## config.mk

```make
export PLATFORM = sky130hd
export DESIGN_NAME = inst_fetch
export DESIGN_NICKNAME = d
export VERILOG_FILES = /design/src/rtl/FETCH_PKG.sv /design/src/rtl/inst_fifo.sv /design/src/rtl/inst_fetch.sv
export SDC_FILE = /design/constraint.sdc
export NUM_CORES = 1
export LEC_CHECK = 0
export ABC_AREA = 1
export BUFFER_PORTS_ARGS = -buffer_cell sky130_fd_sc_hd__buf_4
export CAP_MARGIN = 25
export CORE_AREA = 5 5 151 153
export CTS_BUF_LIST = sky130_fd_sc_hd__clkbuf_8
export DETAILED_ROUTE_END_ITERATION = 6
export DIE_AREA = 0 0 156 158
export RECOVER_POWER = 50
export SYNTH_ARGS = -nofsm -noshare
export SYNTH_HDL_FRONTEND = slang
export SYNTH_SLANG_ARGS = --single-unit
export TNS_END_PERCENT = 20
```

## constraint.sdc

```tcl
create_clock -name CLK -period 4.2 [get_ports CLK]
set_clock_uncertainty 0.05 [all_clocks]
set_input_delay 0.84 -clock CLK [delete_from_list [all_inputs] [get_ports CLK]]
set_output_delay 0.84 -clock CLK [all_outputs]
set_load 0.005 [all_outputs]
```

## src/rtl/FETCH_PKG.sv

```systemverilog
// Shared constants and FSM encoding for the instruction fetch unit.
package FETCH_PKG;

  localparam int ADDR_W_DEF = 10;
  localparam int DEPTH_DEF  = 4;
  localparam int INST_W     = 20;

  localparam logic [INST_W-1:0] NOP_INST = 20'h00000;

  typedef enum logic [1:0] {
    IDLE  = 2'd0,
    RUN   = 2'd1,
    REDIR = 2'd2
  } fetch_state_e;

endpackage

```

## src/rtl/inst_fifo.sv

```systemverilog
// Instruction queue: power-of-two ring buffer with push/pop/clear and occupancy count.
module inst_fifo
  import FETCH_PKG::*;
#(
  parameter int WIDTH = INST_W + ADDR_W_DEF,
  parameter int DEPTH = DEPTH_DEF
) (
  input  logic                       clk_i,
  input  logic                       rst_ni,
  input  logic                       push_i,
  input  logic                       pop_i,
  input  logic                       clear_i,
  input  logic [WIDTH-1:0]           data_i,
  output logic [WIDTH-1:0]           head_o,
  output logic [$clog2(DEPTH):0]     count_o
);

  localparam int PW = $clog2(DEPTH);
  localparam logic [PW-1:0] PTR_ONE = PW'(1);
  localparam logic [PW:0]   CNT_ONE = (PW + 1)'(1);

  logic [WIDTH-1:0] mem_q [DEPTH];
  logic [PW-1:0]    rd_ptr_q, rd_ptr_d;
  logic [PW-1:0]    wr_ptr_q, wr_ptr_d;
  logic [PW:0]      count_q, count_d;

  // Pointer and occupancy next-state; clear wins over push/pop.
  always_comb begin
    rd_ptr_d = rd_ptr_q;
    wr_ptr_d = wr_ptr_q;
    count_d  = count_q;
    if (clear_i) begin
      rd_ptr_d = '0;
      wr_ptr_d = '0;
      count_d  = '0;
    end else begin
      if (push_i) wr_ptr_d = wr_ptr_q + PTR_ONE;
      if (pop_i)  rd_ptr_d = rd_ptr_q + PTR_ONE;
      case ({push_i, pop_i})
        2'b10:   count_d = count_q + CNT_ONE;
        2'b01:   count_d = count_q - CNT_ONE;
        default: count_d = count_q;
      endcase
    end
  end

  // Pointer and occupancy registers with synchronous reset.
  always_ff @(posedge clk_i) begin
    if (!rst_ni) begin
      rd_ptr_q <= '0;
      wr_ptr_q <= '0;
      count_q  <= '0;
    end else begin
      rd_ptr_q <= rd_ptr_d;
      wr_ptr_q <= wr_ptr_d;
      count_q  <= count_d;
    end
  end

  // Storage needs no reset; the head is only looked at when count is nonzero.
  always_ff @(posedge clk_i) begin
    if (push_i && !clear_i) mem_q[wr_ptr_q] <= data_i;
  end

  assign head_o  = mem_q[rd_ptr_q];
  assign count_o = count_q;

endmodule

```

## src/rtl/inst_fetch.sv

```systemverilog
// Instruction fetch: PC, ROM read issue, jump redirect and the decode-facing queue.
module inst_fetch
  import FETCH_PKG::*;
#(
  parameter int ADDR_W = ADDR_W_DEF,
  parameter int DEPTH  = DEPTH_DEF
) (
  input  logic              CLK,
  input  logic              nRESET,
  output logic [ADDR_W-1:0] ROM_ADDR,
  output logic              ROM_RD,
  input  logic [INST_W-1:0] ROM_DATA,
  input  logic              JUMP,
  input  logic [ADDR_W-1:0] JUMP_ADDR,
  input  logic              STALL,
  output logic [INST_W-1:0] INST,
  output logic              INST_VALID,
  output logic [ADDR_W-1:0] INST_PC
);

  localparam int CW = $clog2(DEPTH) + 1;
  localparam int EW = INST_W + ADDR_W;
  localparam logic [CW-1:0]     DEPTH_C = CW'(DEPTH);
  localparam logic [ADDR_W-1:0] PC_ONE  = ADDR_W'(1);

  fetch_state_e state_q, state_d;
  logic [ADDR_W-1:0] pc_q, pc_d;
  logic [ADDR_W-1:0] inflight_pc_q, inflight_pc_d;
  logic              inflight_q, inflight_d;

  logic [CW-1:0] fifo_count;
  logic [CW-1:0] occupancy;
  logic [EW-1:0] fifo_head;
  logic          push, pop;

  // State register.
  always_ff @(posedge CLK) begin
    if (!nRESET) state_q <= IDLE;
    else         state_q <= state_d;
  end

  // Next state: a jump always redirects, every other state settles into RUN.
  always_comb begin
    state_d = state_q;
    if (JUMP) begin
      state_d = REDIR;
    end else begin
      case (state_q)
        IDLE:    state_d = RUN;
        REDIR:   state_d = RUN;
        RUN:     state_d = RUN;
        default: state_d = IDLE;
      endcase
    end
  end

  // Outputs: issue only while the queue plus the pending word still has room.
  always_comb begin
    occupancy = fifo_count + CW'(inflight_q);
    ROM_RD    = nRESET && (state_q == RUN) && !JUMP && (occupancy < DEPTH_C);
  end

  // PC and in-flight tracking next-state; jump discards the pending word.
  always_comb begin
    pc_d          = pc_q;
    inflight_d    = 1'b0;
    inflight_pc_d = inflight_pc_q;
    if (JUMP) begin
      pc_d = JUMP_ADDR;
    end else if (ROM_RD) begin
      pc_d          = pc_q + PC_ONE;
      inflight_d    = 1'b1;
      inflight_pc_d = pc_q;
    end
  end

  // PC and in-flight registers.
  always_ff @(posedge CLK) begin
    if (!nRESET) begin
      pc_q          <= '0;
      inflight_q    <= 1'b0;
      inflight_pc_q <= '0;
    end else begin
      pc_q          <= pc_d;
      inflight_q    <= inflight_d;
      inflight_pc_q <= inflight_pc_d;
    end
  end

  assign push = inflight_q && !JUMP;
  assign pop  = (fifo_count != '0) && !STALL && !JUMP;

  inst_fifo #(
    .WIDTH (EW),
    .DEPTH (DEPTH)
  ) u_fifo (
    .clk_i   (CLK),
    .rst_ni  (nRESET),
    .push_i  (push),
    .pop_i   (pop),
    .clear_i (JUMP),
    .data_i  ({inflight_pc_q, ROM_DATA}),
    .head_o  (fifo_head),
    .count_o (fifo_count)
  );

  assign ROM_ADDR   = pc_q;
  assign INST_VALID = (fifo_count != '0);
  assign INST       = INST_VALID ? fifo_head[INST_W-1:0] : NOP_INST;
  assign INST_PC    = INST_VALID ? fifo_head[EW-1:INST_W] : '0;

endmodule

```

==> results.tsv, run 1 <==
metric	value	unit
outcome	finished with violations	
failing checks	capacitance limit, slew limit	
FILL cells	2152	
IO Count	76	
Seq cells post-synth	152	
Overall Global Routing Usage	11.3	%
largest net degree at the start of global routing	61	
crit path launch type	primary input	
CTS max path bufs	2	
final critical-path required period	3.36	ns
Post-synth EDFFs	120	
fin. max-slew vios	26	
synth cell count leaders	150 x nor2_1, 120 x edfxtp_1, 70 x o21ai_0, 47 x nand2_1, 43 x a21oi_1	
layout cell share with drive strength beyond 1	15.9	%
First DRT Iteration DRCs	240	
count leader, synth	nor2_1	
RePlAce Congestion	0.758	
Hold Fails Final Rpt	0	
CP Capture Type	flop	
Inst Count DP	906	
H-tree depth	4	
Worst-path clk slew	0.08	ns
CP required	4.18	ns
vias in the first global route	4076	
Post-Syn Nets	615	
Seq/Total Area, Yosys	68.1	%
grt ovf	0	
Die X	156	um
starting density of the core	29.1	%
Wirelength per Cell	14.6	um
P_int	0.00218	W
wl on met1	6.12	mm
leakage	2.64	nW
post-route cell area	7380	sq um
min-delay worst type	flop to flop	
vias	4134	
DIE AREA	24600	sq um
Synth top area share	57.8	%
top sig layer	met4	
synth unique cells	31	
Skew-Pair Late Insertion Delay	0.43	ns
Cells after Synth	574	
crit-path max FO	25	
Worst Path Arrival	3.35	ns
switching pwr	0.000592	W
dpl hpwl	8.47	mm
nets	688	
number of post-CTS setup repair buffers	0	
Max-Cap Viols	1	
Layout area overhead	18.4	%
Tcrit/Tclk final	80.1	%
Core Box Area	21400	sq um
CTS tree	yes	
Buf/Inv on CP	3	
first drt pass iteration count	4	
worst hold slack	0.405	ns
Final Non-Filler Cells	939	
ys async rst share	0	%
post-DR vias/cell	4.40	
Slew headroom	-12.3	%
Worst Tran Pin Value	1.69	ns
Power Density	376	nW/um^2
root buf cell	clkbuf_8	
Max Freq	297	MHz
combinational power share	3.2	%
Remaining DRCs	0	
CTS Sinks	152	
met3 WL	767	um
Clock power frac	37.6	%
accumulated negative setup slack	0	ns
RSZ-0062 raised after global routing	false	
drt total wl	13.7	mm
Synth area leaders	edfxtp_1 58%, dfxtp_1 10%, nor2_1 9.0%	
PostCTS Resize Cnt	0	
max incr delay on CP	1.27	ns
CP cell instances	clkbuf_1, nor2_1, inv_1, nor2_1, clkbuf_1	
Site Rows	54	
antenna viol nets, final	0	
Yosys warning count	0	
ANT cells	0	
Layout Utilization	34.4	%
Crit path max-delay family	buffers and inverters	
first-pass GRT wire length	21.7	mm
initial antenna violation count	0	
final number of setup-violating endpoints	0	
Post-Syn Area	6230	sq um
area leader, netlist	edfxtp_1	
top_reg_cell synth	edfxtp_1	
placed cell areas	7080	sq um
CP max-delay cell	clkbuf_1	
wire length on met2	6.69	mm
syn_area_per_cell	10.9	sq um
worst setup path category	primary input to flop	
Flop pwr share	59.2	%
Sw Ratio	21.3	%
port buffer count	75	
# hold bufs at CTS	0	
Max IR drop VDD	0.184	mV
CTS Buf Count	17	
Die Y	158	um
[final timing paths]
kind | startpoint | end | slack [ns] | depth (start not counted)
worst max-delay path | JUMP | u_fifo.mem_q[1][4] | 0.84 | 5
worst min-delay path | state_q[1] | state_q[0] | 0.40 | 1
worst min register to register | state_q[1] | state_q[0] | 0.40 | 1
worst max register to register | inflight_q | u_fifo.mem_q[1][4] | 1.22 | 5
[final cells by class]
| type | instances | area (sq um) | area share [%] |
|---|---|---|---|
| clock buffer | 17 | 234 | 3.17 |
| timing repair buffer | 82 | 557 | 7.55 |
| inverter | 32 | 123 | 1.66 |
| clock inverter | 14 | 134 | 1.81 |
| sequential | 152 | 4250 | 57.5 |
| tap | 280 | 350 | 4.75 |
| multi-input combinational | 362 | 1730 | 23.5 |
[metrics by stage]
| stage | worst slack, ns | power, W |
|---|---|---|
| floorplan | 1.23 | 0.00172 |
| global placement | 1.47 | 0.00177 |
| detailed placement | 1.45 | 0.00178 |
| CTS | 1.11 | 0.00282 |
| global route | 0.576 | 0.00289 |
| finish | 0.835 | 0.00277 |
[power groups by stage]
stage | sequential [W] | combinational, W | clock [W]
5_1_grt | 0.00165 | 0.000100 | 0.00115
4_1_cts | 0.00164 | 0.0000993 | 0.00107
2_1_floorplan | 0.00167 | 0.0000458 | 0
6_report | 0.00164 | 0.0000875 | 0.00104
3_3_place_gp | 0.00168 | 0.0000970 | 0
3_5_place_dp | 0.00168 | 0.0000989 | 0
[cell families (layout without fill, tap and decap cells)]
| group | Yosys count | in the layout | synth area share (%) |
|---|---|---|---|
| adders and majority gates | 7 | 7 | 1.53 |
| DFF | 152 | 152 | 68.1 |
| AOI/OAI and AO/OA | 129 | 129 | 11.0 |
| and+or+nand+nor | 223 | 223 | 14.7 |
| buffers and inverters | 60 | 145 | 4.26 |
| xor gates and xnor gates | 3 | 3 | 0.422 |
[placed cells by master (no fill, tap or decap), types with 4 or more instances in the layout]
master / Yosys / final
a21boi_2: 4 / 4
o21ai_1: 8 / 7
buf_4: 1 / 57
clkbuf_1: 18 / 23
a21oi_1: 43 / 43
a21oi_2: 4 / 4
edfxtp_1: 120 / 120
nor2_1: 150 / 148
inv_1: 30 / 32
dfxtp_1: 32 / 31
clkbuf_8: 1 / 17
nand2_1: 47 / 47
ha_1: 6 / 6
nand3_1: 16 / 16
o21ai_0: 70 / 71
nor2_4: 1 / 4
[flip-flops by register name (all words and copies together) (netlist names), named ones only]
name,cells
ROM_ADDR,10
u_fifo.wr_ptr_q,2
u_fifo.rd_ptr_q,2
state_q,2
u_fifo.count_o,3
u_fifo.mem_q,120
inflight_pc_q,10
inflight_q,1
[routing by layer]
metal | track usage [%] | up-vias
met5 | 0 | -
met4 | 3.04 | 0
met3 | 3.61 | 6
met2 | 19.1 | 84
met1 | 14.0 | 1939
li1 | - | 2105
Power figures use the tool's default switching activity.
==> run 2: changes to the inputs <==
==> constraint.sdc (replaced) <==
create_clock -name CLK -period 3.2 [get_ports CLK]
set_clock_uncertainty 0.05 [all_clocks]
set_input_delay 0.64 -clock CLK [delete_from_list [all_inputs] [get_ports CLK]]
set_output_delay 0.64 -clock CLK [all_outputs]
set_load 0.005 [all_outputs]
==> run 2 against run 1 <==
The run now ends clean. Sequential power is 32% higher. Sequential share of layout area is 0.078 points higher. Highest routed layer unchanged. Register-to-register slack worse by 0.11 ns. Largest power group unchanged. Clock power is 28% higher. First-iteration DRC count is 10% lower. Final cell count is 0.53% higher.
==> results.tsv, run 2 (synthesis results as in run 1) <==
metric	value	unit	change
vias in the first global route	4156		+2.0%
CP Capture Point	INST[13]		
RePlAce Congestion	0.736		-2.9%
ANT cells	0		unchanged
number of post-CTS setup repair buffers	0		unchanged
crit path launch type	flop		
CP Capture Type	primary output		
Worst Path Arrival	2.17	ns	-1.18 ns
First DRT Iteration DRCs	215		-10%
Die X	156	um	unchanged
Skew-Pair Late Insertion Delay	0.44	ns	about the same
R2R cell count	10		+5
CP required	2.51	ns	-1.67 ns
layout cell share with drive strength beyond 1	16.6	%	+0.63 points
worst r2r src	inflight_q		
Place WS	0.658	ns	-0.793 ns
port buffer count	75		unchanged
outcome	finished clean		
most frequent cells in the layout	147 x nor2_1, 120 x edfxtp_1, 75 x o21ai_0, 61 x buf_4, 48 x nand2_1		
max reg flops	120		unchanged
CTS tree	yes		
Worst-path clk slew	0.08	ns	about the same
grt ovf	0		unchanged
fin. max-slew vios	0		-100%
CTS max path bufs	2		unchanged
Overall Global Routing Usage	11.4	%	+0.15 points
final number of setup-violating endpoints	0		unchanged
min-delay worst type	primary input to flop		
first drt pass iteration count	4		unchanged
CTS Sinks	152		unchanged
placed cell areas	7120	sq um	+0.53%
Power Density	488	nW/um^2	+30%
Wirelength per Cell	14.4	um	-1.1%
initial antenna violation count	0		unchanged
setup slack after layout	0.339	ns	-0.496 ns
Layout area overhead	18.2	%	
Worst Tran Pin Value	0.947	ns	-0.738 ns
CTS Buf Count	17		unchanged
drt total wl	13.6	mm	-0.55%
Site Rows	54		unchanged
crit-path max FO	42		+68%
worst setup path category	flop to primary output		
Max IR drop VDD	0.250	mV	+36%
post-DR vias/cell	4.42		+0.34%
antenna viol nets, final	0		unchanged
Slew headroom	36.9	%	+49 points
vias	4170		+0.87%
IO Count	76		unchanged
Tcrit/Tclk final	89.4	%	
H-tree depth	4		unchanged
first-pass GRT wire length	21.7	mm	unchanged
largest reg by FF count	u_fifo.mem_q		
dpl hpwl	8.33	mm	-1.6%
commonest non-fill, non-tap cell in the layout	nor2_1		
post-route cell area	7370	sq um	-0.14%
RSZ-0062 raised after global routing	false		
leakage	2.65	nW	+0.34%
PostCTS Resize Cnt	0		unchanged
root buf cell	clkbuf_8		
starting density of the core	29.1	%	unchanged
Pwr Total	0.00360	W	+30%
Die Y	158	um	unchanged
r2r setup slk	1.11	ns	-0.11 ns
Hold Fails Final Rpt	0		unchanged
# hold bufs at CTS	0		unchanged
final critical-path required period	2.86	ns	
accumulated negative setup slack	0	ns	unchanged
Max-Cap Viols	0		-1
r2r endpoint	u_fifo.count_o[2]		
Remaining DRCs	0		unchanged
Max Freq	350	MHz	
nets	692		+0.58%
largest net degree at the start of global routing	43		-30%
hold_sp	JUMP_ADDR[0]		
DIE AREA	24600	sq um	unchanged
Core Box Area	21400	sq um	unchanged
## run 2: cell count changes in the layout (fill, tap and decap cells not counted), moves of 2 or more
| cell | previous run | this run |
|---|---|---|
| buf_4 | 57 | 61 |
| o21ai_0 | 71 | 75 |
| o21ai_1 | 7 | 3 |
| clkbuf_2 | 0 | 3 |
| clkinv_4 | 1 | 3 |
## run 2: final cells by class
class                           instances  area (sq um)
Inverter                               32           123
Multi-Input combinational cell        362          1730
Timing Repair Buffer                   86           556
Sequential cell                       152          4250
Tap cell                              280           350
Fill cell                            2180         14100
Clock buffer                           17           234
Clock inverter                         15           129
## run 2: worst max-delay path, stage by stage (launching register included)
cell and delay (ns):
dfxtp_2 0.57, buf_4 0.49, nor2_1 0.09, nor2_1 0.09
o21ai_0 0.09, a21oi_1 0.23, buf_4 0.15
## run 2: worst min path at each step
stage,end,depth (start not counted),slack (ns)
3_3_place_gp,state_q[0],1,0.37
2_1_floorplan,state_q[0],1,0.36
4_1_cts,u_fifo.mem_q[3][11],1,0.31
5_1_grt,ROM_ADDR[0],3,0.33
3_5_place_dp,state_q[0],1,0.38
6_report,ROM_ADDR[0],3,0.35
## run 2: routing by layer
metal | vias up | part of all wire (%) | GRT usage [%]
met5 | - | 0 | 0
met3 | 11 | 5.1 | 3.61
met4 | 0 | 1.0 | 3.50
met1 | 1967 | 44 | 14.0
li1 | 2120 | - | -
met2 | 72 | 49 | 19.3
## run 2: per-stage QoR
stage | std cells | util (%) | hold slack (ns)
2_1_floorplan | 574 | - | 0.358
3_3_place_gp | 912 | 33.3 | 0.372
3_5_place_dp | 912 | 33.3 | 0.377
4_1_cts | 944 | 34.9 | 0.308
5_1_grt | 944 | 34.4 | 0.335
6_report | 944 | 34.4 | 0.346
## run 2: power by group
group | switching (W) | internal, W | total, W
Combinational | 0.0000652 | 0.0000476 | 0.000113
Sequential | 0.0000182 | 0.00214 | 0.00216
Clock | 0.000717 | 0.000613 | 0.00133
Total | 0.000800 | 0.00280 | 0.00360
==> run 3: changes to the inputs <==
==> constraint.sdc (replaced) <==
create_clock -name CLK -period 2.5 [get_ports CLK]
set_clock_uncertainty 0.05 [all_clocks]
set_input_delay 0.5 -clock CLK [delete_from_list [all_inputs] [get_ports CLK]]
set_output_delay 0.5 -clock CLK [all_outputs]
set_load 0.005 [all_outputs]
==> run 3 against run 2 <==
Sequential cell count unchanged. Critical path type is now primary input to primary output. Final cell count rose by 0.64%. Design area is 0.93% higher. Critical endpoint is now ROM_RD. Critical path depth is 1 lower. Clock power is 26% higher. Count of clock-buffer cells in the layout unchanged. Sequential power rose by 28%. Sequential share of layout area fell by 0.53 points. Power increased by 27%. Via count rose by 1.8%. Hold slack got worse by 0.11 ns.
==> results.tsv, run 3 (synthesis results as in run 1) <==
metric	value	unit	change
Slew headroom	42.7	%	+5.8 points
port buffer count	75		unchanged
Overall Global Routing Usage	11.4	%	about the same
placed cell areas	7180	sq um	+0.81%
CP max-delay cell	clkbuf_1		
first-pass GRT wire length	21.7	mm	about the same
IO Count	76		unchanged
CTS Buf Count	17		unchanged
largest net degree at the start of global routing	37		-14%
sequential cell area	4250	sq um	unchanged
CTS tree	yes		
Power Density	615	nW/um^2	+26%
ANT cells	0		unchanged
Worst Tran Pin Value	0.860	ns	-0.0868 ns
Skew-Pair Late Insertion Delay	0.44	ns	about the same
final number of setup-violating endpoints	0		unchanged
H-tree depth	4		unchanged
CP required	1.95	ns	-0.56 ns
DIE AREA	24600	sq um	unchanged
RSZ-0062 raised after global routing	false		
dpl hpwl	8.74	mm	+4.9%
Max-Cap Viols	0		unchanged
antenna viol nets, final	0		unchanged
accumulated negative setup slack	0	ns	unchanged
Remaining DRCs	0		unchanged
max incr delay on CP	0.35	ns	-0.22 ns
starting density of the core	29.1	%	unchanged
largest reg by FF count	u_fifo.mem_q		
vias in the first global route	4152		-0.096%
Worst Path Arrival	1.80	ns	-0.37 ns
setup slack after layout	0.146	ns	-0.192 ns
Max Freq	425	MHz	
crit-path max FO	16		-62%
worst hold slack	0.239	ns	-0.107 ns
commonest non-fill, non-tap cell in the layout	nor2_1		
fin. max-slew vios	0		unchanged
layout cell share with drive strength beyond 1	17.3	%	+0.75 points
Place WS	0.338	ns	-0.320 ns
Tcrit/Tclk final	94.1	%	
FILL cells	2165		-0.69%
initial antenna violation count	0		unchanged
Site Rows	54		unchanged
Wirelength per Cell	14.6	um	+1.0%
CTS Sinks	152		unchanged
CTS max path bufs	2		unchanged
RePlAce Congestion	0.742		+0.84%
worst setup path category	primary input to primary output		
Die Y	158	um	unchanged
root buf cell	clkbuf_8		
most frequent cells in the layout	147 x nor2_1, 120 x edfxtp_1, 70 x o21ai_0, 63 x buf_4, 47 x nand2_1		
first drt pass iteration count	4		unchanged
post-route cell area	7440	sq um	+0.93%
Max IR drop VDD	0.316	mV	+26%
grt ovf	0		unchanged
CP Capture Type	primary output		
outcome	finished clean		
Worst-path clk slew	0.08	ns	about the same
Core Box Area	21400	sq um	unchanged
post-DR vias/cell	4.47		+1.2%
Die X	156	um	unchanged
First DRT Iteration DRCs	194		-9.8%
Hold Fails Final Rpt	0		unchanged
Pwr Total	0.00457	W	+27%
vias	4246		+1.8%
nets	698		+0.87%
crit path launch type	primary input		
min-delay worst type	primary input to flop		
max reg flops	120		unchanged
drt total wl	13.8	mm	+1.7%
Multi-input gate area	1740	sq um	+0.43%
Layout area overhead	19.3	%	
leakage	2.69	nW	+1.6%
number of post-CTS setup repair buffers	0		unchanged
CP cell instances	clkbuf_1, nor2_8, nand3_1, nor2_4, buf_4		
final critical-path required period	2.35	ns	
[run 3: per-stage QoR]
stage,std cells,utilization [%]
final,950,34.7
after global routing,950,34.7
after CTS,950,35.2
after detailed placement,918,33.5
after global placement,918,33.5
after floorplan,574,-
[run 3: power by group]
group / switching (W) / total [W] / leakage (nW) / internal [W]
clock: 0.000898 / 0.00167 / 0.177 / 0.000769
sequential: 0.0000242 / 0.00276 / 1.35 / 0.00274
combinational: 0.0000836 / 0.000146 / 1.16 / 0.0000628
total: 0.00101 / 0.00457 / 2.69 / 0.00357
[run 3: critical path, delay by kind of cell]
family | cells | cell delay, ns
simple gates | 3 | 0.76
buf+inv | 2 | 0.53
[run 3: final timing paths]
path / startpoint / endpoint / slack [ns] / cells after the start
worst min register to register: state_q[1] / state_q[0] / 0.38 / 1
worst min-delay path: JUMP_ADDR[0] / ROM_ADDR[0] / 0.24 / 3
worst max-delay path: JUMP / ROM_RD / 0.15 / 5
worst max register to register: inflight_q / u_fifo.mem_q[2][10] / 0.52 / 6
[run 3: per-layer routing]
layer  GRT usage, %  part of all wire (%)  vias up
met5              0                     0        -
met4           3.13                  0.92        0
met3           3.72                   5.2       14
met2           19.2                    49       96
met1           14.2                    45     2011
li1               -                     -     2125
[run 3: layout make-up]
cell class	instances	share of cell area (%)
clock inverters	15	1.55
repair buffers	92	8.45
inverters	32	1.68
multi-input cells	362	23.4
well taps	280	4.71
clock buffers	17	3.15
flip-flops and latches	152	57.1
[run 3: timing repair]
| item | 4_1_cts | 5_1_grt |
|---|---|---|
| hold buffers | 0 | 0 |
| resized for setup | 1 | 4 |
| setup endpoints to repair | 1 | 13 |
| cloned | 0 | 0 |
